## src/rtl/ddr2pe_unpack.sv

```systemverilog
// DDR read-beat unpacker: splits DDR_W beats into BUF_W segments and
// writes them one per cycle into GRP_NUM PE-group buffers.
// Ports: clk, rst (async active-low), start/done, conf_* run setup,
//   ddr_data/valid/ready read channel, buf_wr_sel/addr/data/en write port.
// Option: DDR2PE_STALL_CNT_EN adds stall_cnt[31:0] (starved RUN cycles).
module ddr2pe_unpack #(
   parameter int BUF_DEPTH = 256,
   parameter int ADDR_W    = $clog2(BUF_DEPTH),
   parameter int DDR_W     = 512,
   parameter int BUF_W     = 128,
   parameter int GRP_NUM   = 4,
   parameter int SEL_W     = (GRP_NUM > 1) ? $clog2(GRP_NUM) : 1
) (
   input  logic              clk,
   input  logic              rst,
   input  logic              start,
   output logic              done,
   input  logic [ADDR_W-1:0] conf_st_addr,
   input  logic [ADDR_W-1:0] conf_grp_len,
   input  logic [SEL_W-1:0]  conf_grp_num,
   input  logic [15:0]       conf_seg_num,
   input  logic [DDR_W-1:0]  ddr_data,
   input  logic              ddr_valid,
   output logic              ddr_ready,
   output logic [SEL_W-1:0]  buf_wr_sel,
   output logic [ADDR_W-1:0] buf_wr_addr,
   output logic [BUF_W-1:0]  buf_wr_data,
   output logic              buf_wr_en
`ifdef DDR2PE_STALL_CNT_EN
   ,
   output logic [31:0]       stall_cnt
`endif
);

   localparam int SEG_NUM = DDR_W / BUF_W;
   localparam int CNT_W   = $clog2(SEG_NUM + 1);

   typedef enum logic [1:0] {IDLE, RUN, DONE} state_t;

   state_t            state, state_nxt;
   logic [DDR_W-1:0]  hold_data;
   logic [CNT_W-1:0]  hold_cnt;
   logic [CNT_W-1:0]  load_cnt;
   logic [15:0]       unreq;
   logic [ADDR_W-1:0] base;
   logic [ADDR_W-1:0] nxt_addr;
   logic [ADDR_W-1:0] run_last;
   logic [SEL_W-1:0]  nxt_sel;
   logic [ADDR_W-1:0] grp_len;
   logic [SEL_W-1:0]  grp_num;
   logic              start_ok;
   logic              emit;
   logic              accept;

   // unreq counts segments not yet loaded into the hold register
   assign start_ok = (state == IDLE) && start;
   assign emit     = (state == RUN) && (hold_cnt != '0);
   assign accept   = ddr_valid && ddr_ready;
   assign run_last = base + grp_len - ADDR_W'(1);
   assign load_cnt = (unreq >= 16'(SEG_NUM)) ? CNT_W'(SEG_NUM)
                                             : unreq[CNT_W-1:0];

   always_ff @(posedge clk or negedge rst) begin
      if (!rst) state <= IDLE;
      else      state <= state_nxt;
   end

   always_comb begin
      state_nxt = state;
      ddr_ready = 1'b0;
      unique case (state)
         IDLE: begin
            if (start)
               state_nxt = (conf_seg_num == '0) ? DONE : RUN;
         end
         RUN: begin
            // refill only when the held beat is empty or draining its last
            ddr_ready = (unreq != '0) && (hold_cnt <= CNT_W'(1));
            // last write is visible now; nothing left anywhere
            if (buf_wr_en && unreq == '0 && hold_cnt == '0)
               state_nxt = DONE;
         end
         DONE:    state_nxt = IDLE;
         default: state_nxt = IDLE;
      endcase
   end

   always_ff @(posedge clk or negedge rst) begin
      if (!rst) begin
         done        <= 1'b0;
         buf_wr_en   <= 1'b0;
         buf_wr_sel  <= '0;
         buf_wr_addr <= '0;
         buf_wr_data <= '0;
         hold_data   <= '0;
         hold_cnt    <= '0;
         unreq       <= '0;
         base        <= '0;
         nxt_addr    <= '0;
         nxt_sel     <= '0;
         grp_len     <= '0;
         grp_num     <= '0;
      end else begin
         done      <= (state_nxt == DONE);
         buf_wr_en <= emit;
         if (start_ok) begin
            grp_len  <= conf_grp_len;
            grp_num  <= conf_grp_num;
            base     <= conf_st_addr;
            nxt_addr <= conf_st_addr;
            nxt_sel  <= '0;
            unreq    <= conf_seg_num;
         end
         if (emit) begin
            buf_wr_data <= hold_data[BUF_W-1:0];
            buf_wr_sel  <= nxt_sel;
            buf_wr_addr <= nxt_addr;
            hold_data   <= hold_data >> BUF_W;
            hold_cnt    <= hold_cnt - CNT_W'(1);
            if (nxt_addr == run_last) begin
               if (nxt_sel == grp_num) begin
                  nxt_sel  <= '0;
                  base     <= base + grp_len;
                  nxt_addr <= base + grp_len;
               end else begin
                  nxt_sel  <= nxt_sel + SEL_W'(1);
                  nxt_addr <= base;
               end
            end else begin
               nxt_addr <= nxt_addr + ADDR_W'(1);
            end
         end
         // a new beat overrides the drained hold contents
         if (accept) begin
            hold_data <= ddr_data;
            hold_cnt  <= load_cnt;
            unreq     <= unreq - 16'(load_cnt);
         end
      end
   end

`ifdef DDR2PE_STALL_CNT_EN
   always_ff @(posedge clk or negedge rst) begin
      if (!rst)
         stall_cnt <= '0;
      else if (start_ok)
         stall_cnt <= '0;
      else if (state == RUN && hold_cnt == '0 && !ddr_valid
               && stall_cnt != '1)
         stall_cnt <= stall_cnt + 32'd1;
   end
`endif

endmodule

```

## config.mk

```make
export PLATFORM = sky130hd
export DESIGN_NAME = ddr2pe_unpack
export DESIGN_NICKNAME = d
export VERILOG_FILES = /design/src/rtl/ddr2pe_unpack.sv
export SDC_FILE = /design/constraint.sdc
export NUM_CORES = 2
export LEC_CHECK = 0
export CAP_MARGIN = 20
export CELL_PAD_IN_SITES_DETAIL_PLACEMENT = 0
export CELL_PAD_IN_SITES_GLOBAL_PLACEMENT = 1
export CORE_ASPECT_RATIO = 1.1
export CORE_UTILIZATION = 40
export DETAILED_ROUTE_END_ITERATION = 10
export PLACE_DENSITY_LB_ADDON = 0.25
export SETUP_SLACK_MARGIN = 0.05
export SLEW_MARGIN = 40
export SYNTH_ARGS = -nofsm -noshare
export SYNTH_HDL_FRONTEND = slang
export SYNTH_SLANG_ARGS = --single-unit
```

## constraint.sdc

```tcl
create_clock -name clk -period 5.5 [get_ports clk]
set_input_delay 0.55 -clock clk [delete_from_list [all_inputs] [get_ports clk]]
set_output_delay 0.55 -clock clk [all_outputs]
set_load 0.1 [all_outputs]
```

Yosys cells after proc, flatten, opt, wreduce, memory -nomap -nowiden

Cells that the tools add are included.

Register bits: 701
Input port bits: 550
Output and inout port bits: 141
Word-level logic and storage cells: 65

Add/sub/neg operators: 6
Magnitude comparators: 2
Equal/unequal tests: 4
Multiplexer cells: 24
Reductions and logical operators: 15

Operators with widths:

| kind                  | number |
|---|---|
| $mux W512             | 2 |
| $mux W8               | 8 |
| $logic_not A16 Y1     | 2 |
| $mux W16              | 2 |
| $ge A16 B3 Y1 const B | 1 |
| $reduce_bool A16 Y1   | 1 |
| $sub A16 B3 Y16       | 1 |
| $mux W2               | 7 |
| $mux W3               | 3 |
| $add A8 B1 Y8 const B | 1 |
| $add A8 B8 Y8         | 1 |
| $eq A8 B8 Y1          | 1 |
| $sub A8 B1 Y8 const B | 1 |
| $logic_and A1 B1 Y1   | 6 |
| $reduce_bool A2 Y1    | 3 |
| $pmux W2 S2           | 1 |
| $le A3 B1 Y1 const B  | 1 |
| $logic_not A3 Y1      | 1 |
| $reduce_bool A3 Y1    | 1 |
| $sub A3 B1 Y3 const B | 1 |
| $add A2 B1 Y2 const B | 1 |
| $eq A2 B1 Y1 const B  | 1 |
| $eq A2 B2 Y1          | 1 |
| $eq A2 B2 Y1 const B  | 1 |
| other kinds (2)       | 2 |

Logic depth before layout (Yosys ltp)

Word-level depth: 6
Mapped depth: 12
Gate-level depth less buffers: 11

Least setup slack after synthesis

Ideal clock, no wire load.

Kind: register to register
Start point: reg unreq[8]
End point: reg hold_data[10]
Setup time: 130 ps
Data arrival time: 3252 ps
Data required time: 5370 ps
Setup slack: 2118 ps
Stages on the path, launching flop included: 10
Path buffers: 3
Period minus slack after synthesis: 3382 ps
Path through: dfrtp_1 > or4_4 > or4_4 > nor3_4 > a21oi_1 > nand2_1 > buf_2 > buf_2 > buf_2 > a31oi_1

Cells in the longest elaborated chain, start to end: 5
Elaborated cells between the ends (all ways): 6
Those cells by class: 2 x mux; 4 x reduce/logical

Ends and longest elaborated chain:

| item                                                   | RTL line | source |
|---|---|---|
| start, declared                                        | 44       | `logic [15:0] unreq;` |
| start signal, assigned                                 | 112      | `unreq <= conf_seg_num;` |
| start signal, assigned                                 | 137      | `unreq <= unreq - 16'(load_cnt);` |
| $reduce_bool A16 Y1 *                                  | 78       | `ddr_ready = (unreq != '0) && (hold_cnt <= CNT_W'(1));` |
| $logic_and A1 B1 Y1 *                                  | 78       |  |
| $mux W1 *                                              | 71       | `unique case (state)` |
| via ddr_ready                                          | 24       | `output logic ddr_ready,` |
| $logic_and A1 B1 Y1 *                                  | 58       | `assign accept = ddr_valid && ddr_ready;` |
| $mux W512 / $reduce_bool A2 Y1 (equally long branches) | n/a      |  |
| end signal, assigned                                   | 118      | `hold_data <= hold_data >> BUF_W;` |
| end signal, assigned                                   | 135      | `hold_data <= ddr_data;` |
| end, declared                                          | 41       | `logic [DDR_W-1:0] hold_data;` |

The timed path passes the listed nets; every way through them passes the cells marked *.
A chain may end at the register's enable or synchronous reset.

Final worst setup path

Start point: reg unreq[8]
End point: reg hold_data[49]

Cells in the longest elaborated chain, start to end: 5
Elaborated cells between the ends (all ways): 6
Those cells by class: 2 x mux; 4 x reduce/logical

Ends and longest elaborated chain:

| item                                                   | RTL line |
|---|---|
| $reduce_bool A16 Y1 *                                  | 78 |
| $logic_and A1 B1 Y1 *                                  | 78 |
| $mux W1 *                                              | 71 |
| $logic_and A1 B1 Y1 *                                  | 58 |
| $mux W512 / $reduce_bool A2 Y1 (equally long branches) | n/a |

Mark *: on every way between the ends. The rest lies on a longest branch, timed or not.

==> results.ini <==
[run_status]
status=finished, final reports clean

[setup_path]
endpoint_kind=flop
crit_type=flop to flop
cp_max_fo=59
r2r_slack_ps=1700
critPathLaunchType=flop
arrival_ps=4320
critPathRequiredTime_ps=6020

[pwr]
leakagePower_uw=0.0184
ir_drop_uv=612
pwr_density_cell_nw_per_um2=664

[flow_run]
maxCapViolCount=0

[global_route]
grt-ovfl-total=0
grt_max_degree=209
grt_pass1_vias=26100
grt_pass1_wl_um=152000
grtUsageTotal_pct=25.0
antenna_found_initial=54

[layout]
syn_to_final_growth_pct=31.7
final_cell_mix=nand2_1 (1506), dfrtp_1 (701), clkdlybuf4s50_1 (548), nor2_1 (412), a31oi_1 (386)
fin_util_pct=53.3
n_fill_cell=7320
fin_nets=4763
layout_commonest_cell=nand2_1
layout-drive-gt1-share_pct=7.90

[min_path]
hp-class=primary input to async pin

[clock_tree]
clock_latency_ps=620
cts.clk_slew.worst_paths_ps=60
postCtsSetupBuffers=0
htree_levels=3
cts_tree=yes
clkSinkCount=701
numCtsBuffers=79
clock_path_buffers=3
clock-root-buffer=clkbuf_16

[synthesis]
synth_edf_count=0
synth.distinct_cells=71
ys_warn_count=0
syn-cell-area_um2=30900
synth_top_area_share_pct=56.8
ys_seq_area_share_pct=56.8
synth_cells=3656
syn_nets=4220
synth-seq-cells=701
ys.flop_type=dfrtp_1
synth_area_per_cell_um2=8.45
synth_top_area_cell=dfrtp_1
async_reset_ff_share_pct=100
synthTopCellsByArea=dfrtp_1 (57%), nand2_1 (18%), a31oi_1 (7.8%), nor2_1 (5.0%), o21ai_0 (2.3%)

[routing]
drc_errors=0
vias=26900
wl_per_cell_um=18.7
initialDrtViolationCount=2089
viasPerCell=5.05
wl_um=99300
firstDrtPassIters=7
ant_nets=0

[sta]
finalCritPeriodShare_pct=69.0
setup_tns_ps=0
slew_violations=0
max_freq_mhz=264
tightestPinTransition_ps=835
hold_viol=0
whs_ps=424
setup_viol=0
fin_skew_ps=23.9
relSlewSlack_pct=44.4
rsz0062_at_grt=false
final.min_clock_period_ps=3800

[die]
io_pins=691
fp.dieW_um=267
die_area_um2=78300
rows=106
start_util_pct=40.5
core-area_um2=76300
die-height_um=293

[place]
numPortBuffers=690
dp_hpwl_um=67100
gp_congestion=0.858

-- cells by family after synthesis --
group / Yosys count / share of synthesized area (%)
and+or+nand+nor: 2005 / 25.1
DFF: 701 / 56.8
AOI/OAI and AO/OA: 615 / 12.3
buffers and inverters: 281 / 3.88
xor gates and xnor gates: 23 / 0.697
muxes: 16 / 0.523
adders and majority gates: 14 / 0.592
other: 1 / 0.0121
-- repair_timing --
action | 4_1_cts | 5_1_grt
gates resized for setup | 0 | 0
hold buffers | 1 | 0
endpoints found under the hold margin | 38 | 0
-- routing by layer --
metal	GRT usage (%)	wire length, um
met1	30.8	40100
met2	40.3	48000
met3	7.80	7460
met4	11.1	3410
met5	0	281
-- critical path, cell delays in order (launching register included) --
cell and delay, ps:
dfrtp_1 430, or4_4 580, or4_4 480, nor3_4 350
a21oi_1 220, nand2_4 630, buf_4 620, nor2_1 120
a31oi_1 190
-- metrics by stage --
stage	setup slack (ps)	std cells	area, um^2	total power (uW)
2_1_floorplan	2120	3656	30900	18300
3_3_place_gp	1840	5138	38400	21800
3_5_place_dp	1760	5139	37700	21500
4_1_cts	1680	5286	40500	27100
5_1_grt	1490	5316	40600	28800
6_report	1700	5321	40700	27000
-- sequential cells by signal, summed over array words and instances (netlist names) --
| name | cells |
|---|---|
| nxt_addr | 8 |
| nxt_sel | 2 |
| unreq | 16 |
| done | 1 |
| grp_num | 2 |
| grp_len | 8 |
| buf_wr_addr | 8 |
| hold_data | 512 |
| base | 8 |
| hold_cnt | 3 |
| state | 2 |
| buf_wr_data | 128 |
| buf_wr_en | 1 |
| buf_wr_sel | 2 |
-- power by group --
group | switching, uW | leakage [uW] | internal, uW
clock | 2260 | 0.00135 | 3270
combinational | 9630 | 0.00801 | 3350
sequential | 1180 | 0.00900 | 7290
-- area by class of cell --
type | instances | area, um^2 | area share (%)
Timing Repair Buffer | 728 | 6790 | 16.7
Clock buffer | 114 | 2340 | 5.76
Inverter | 15 | 63.8 | 0.157
Antenna cell | 31 | 77.6 | 0.191
Sequential cell | 701 | 17500 | 43.1
Clock inverter | 32 | 393 | 0.966
Tap cell | 1026 | 1280 | 3.16
Multi-Input combinational cell | 2674 | 12200 | 29.9
-- cells in the mapped netlist, types with 6 or more instances --
cell type / instances
nand2_1: 1508
dfrtp_1: 701
nor2_1: 412
a31oi_1: 386
clkbuf_1: 173
o21ai_0: 143
buf_2: 81
a21oi_1: 19
nand3_1: 17
inv_1: 15
mux2i_1: 15
xnor2_1: 15
ha_1: 13
nor3_1: 12
buf_4: 11
a211oi_1: 10
nor4_1: 9
o211ai_1: 8
xor2_1: 7
nand4_1: 6
-- worst paths after layout --
kind | start | endpoint | depth (start not counted)
max in group asynchronous | rst | hold_data[61] | 4
worst max register to register | unreq[8] | hold_data[49] | 8
worst min-delay path | rst | grp_len[7] | 2
worst max-delay path | unreq[8] | hold_data[49] | 8
worst min register to register | hold_data[19] | buf_wr_data[19] | 2
min in group clk | hold_data[19] | buf_wr_data[19] | 2
Note: power is estimated with default switching activity, not from simulation.
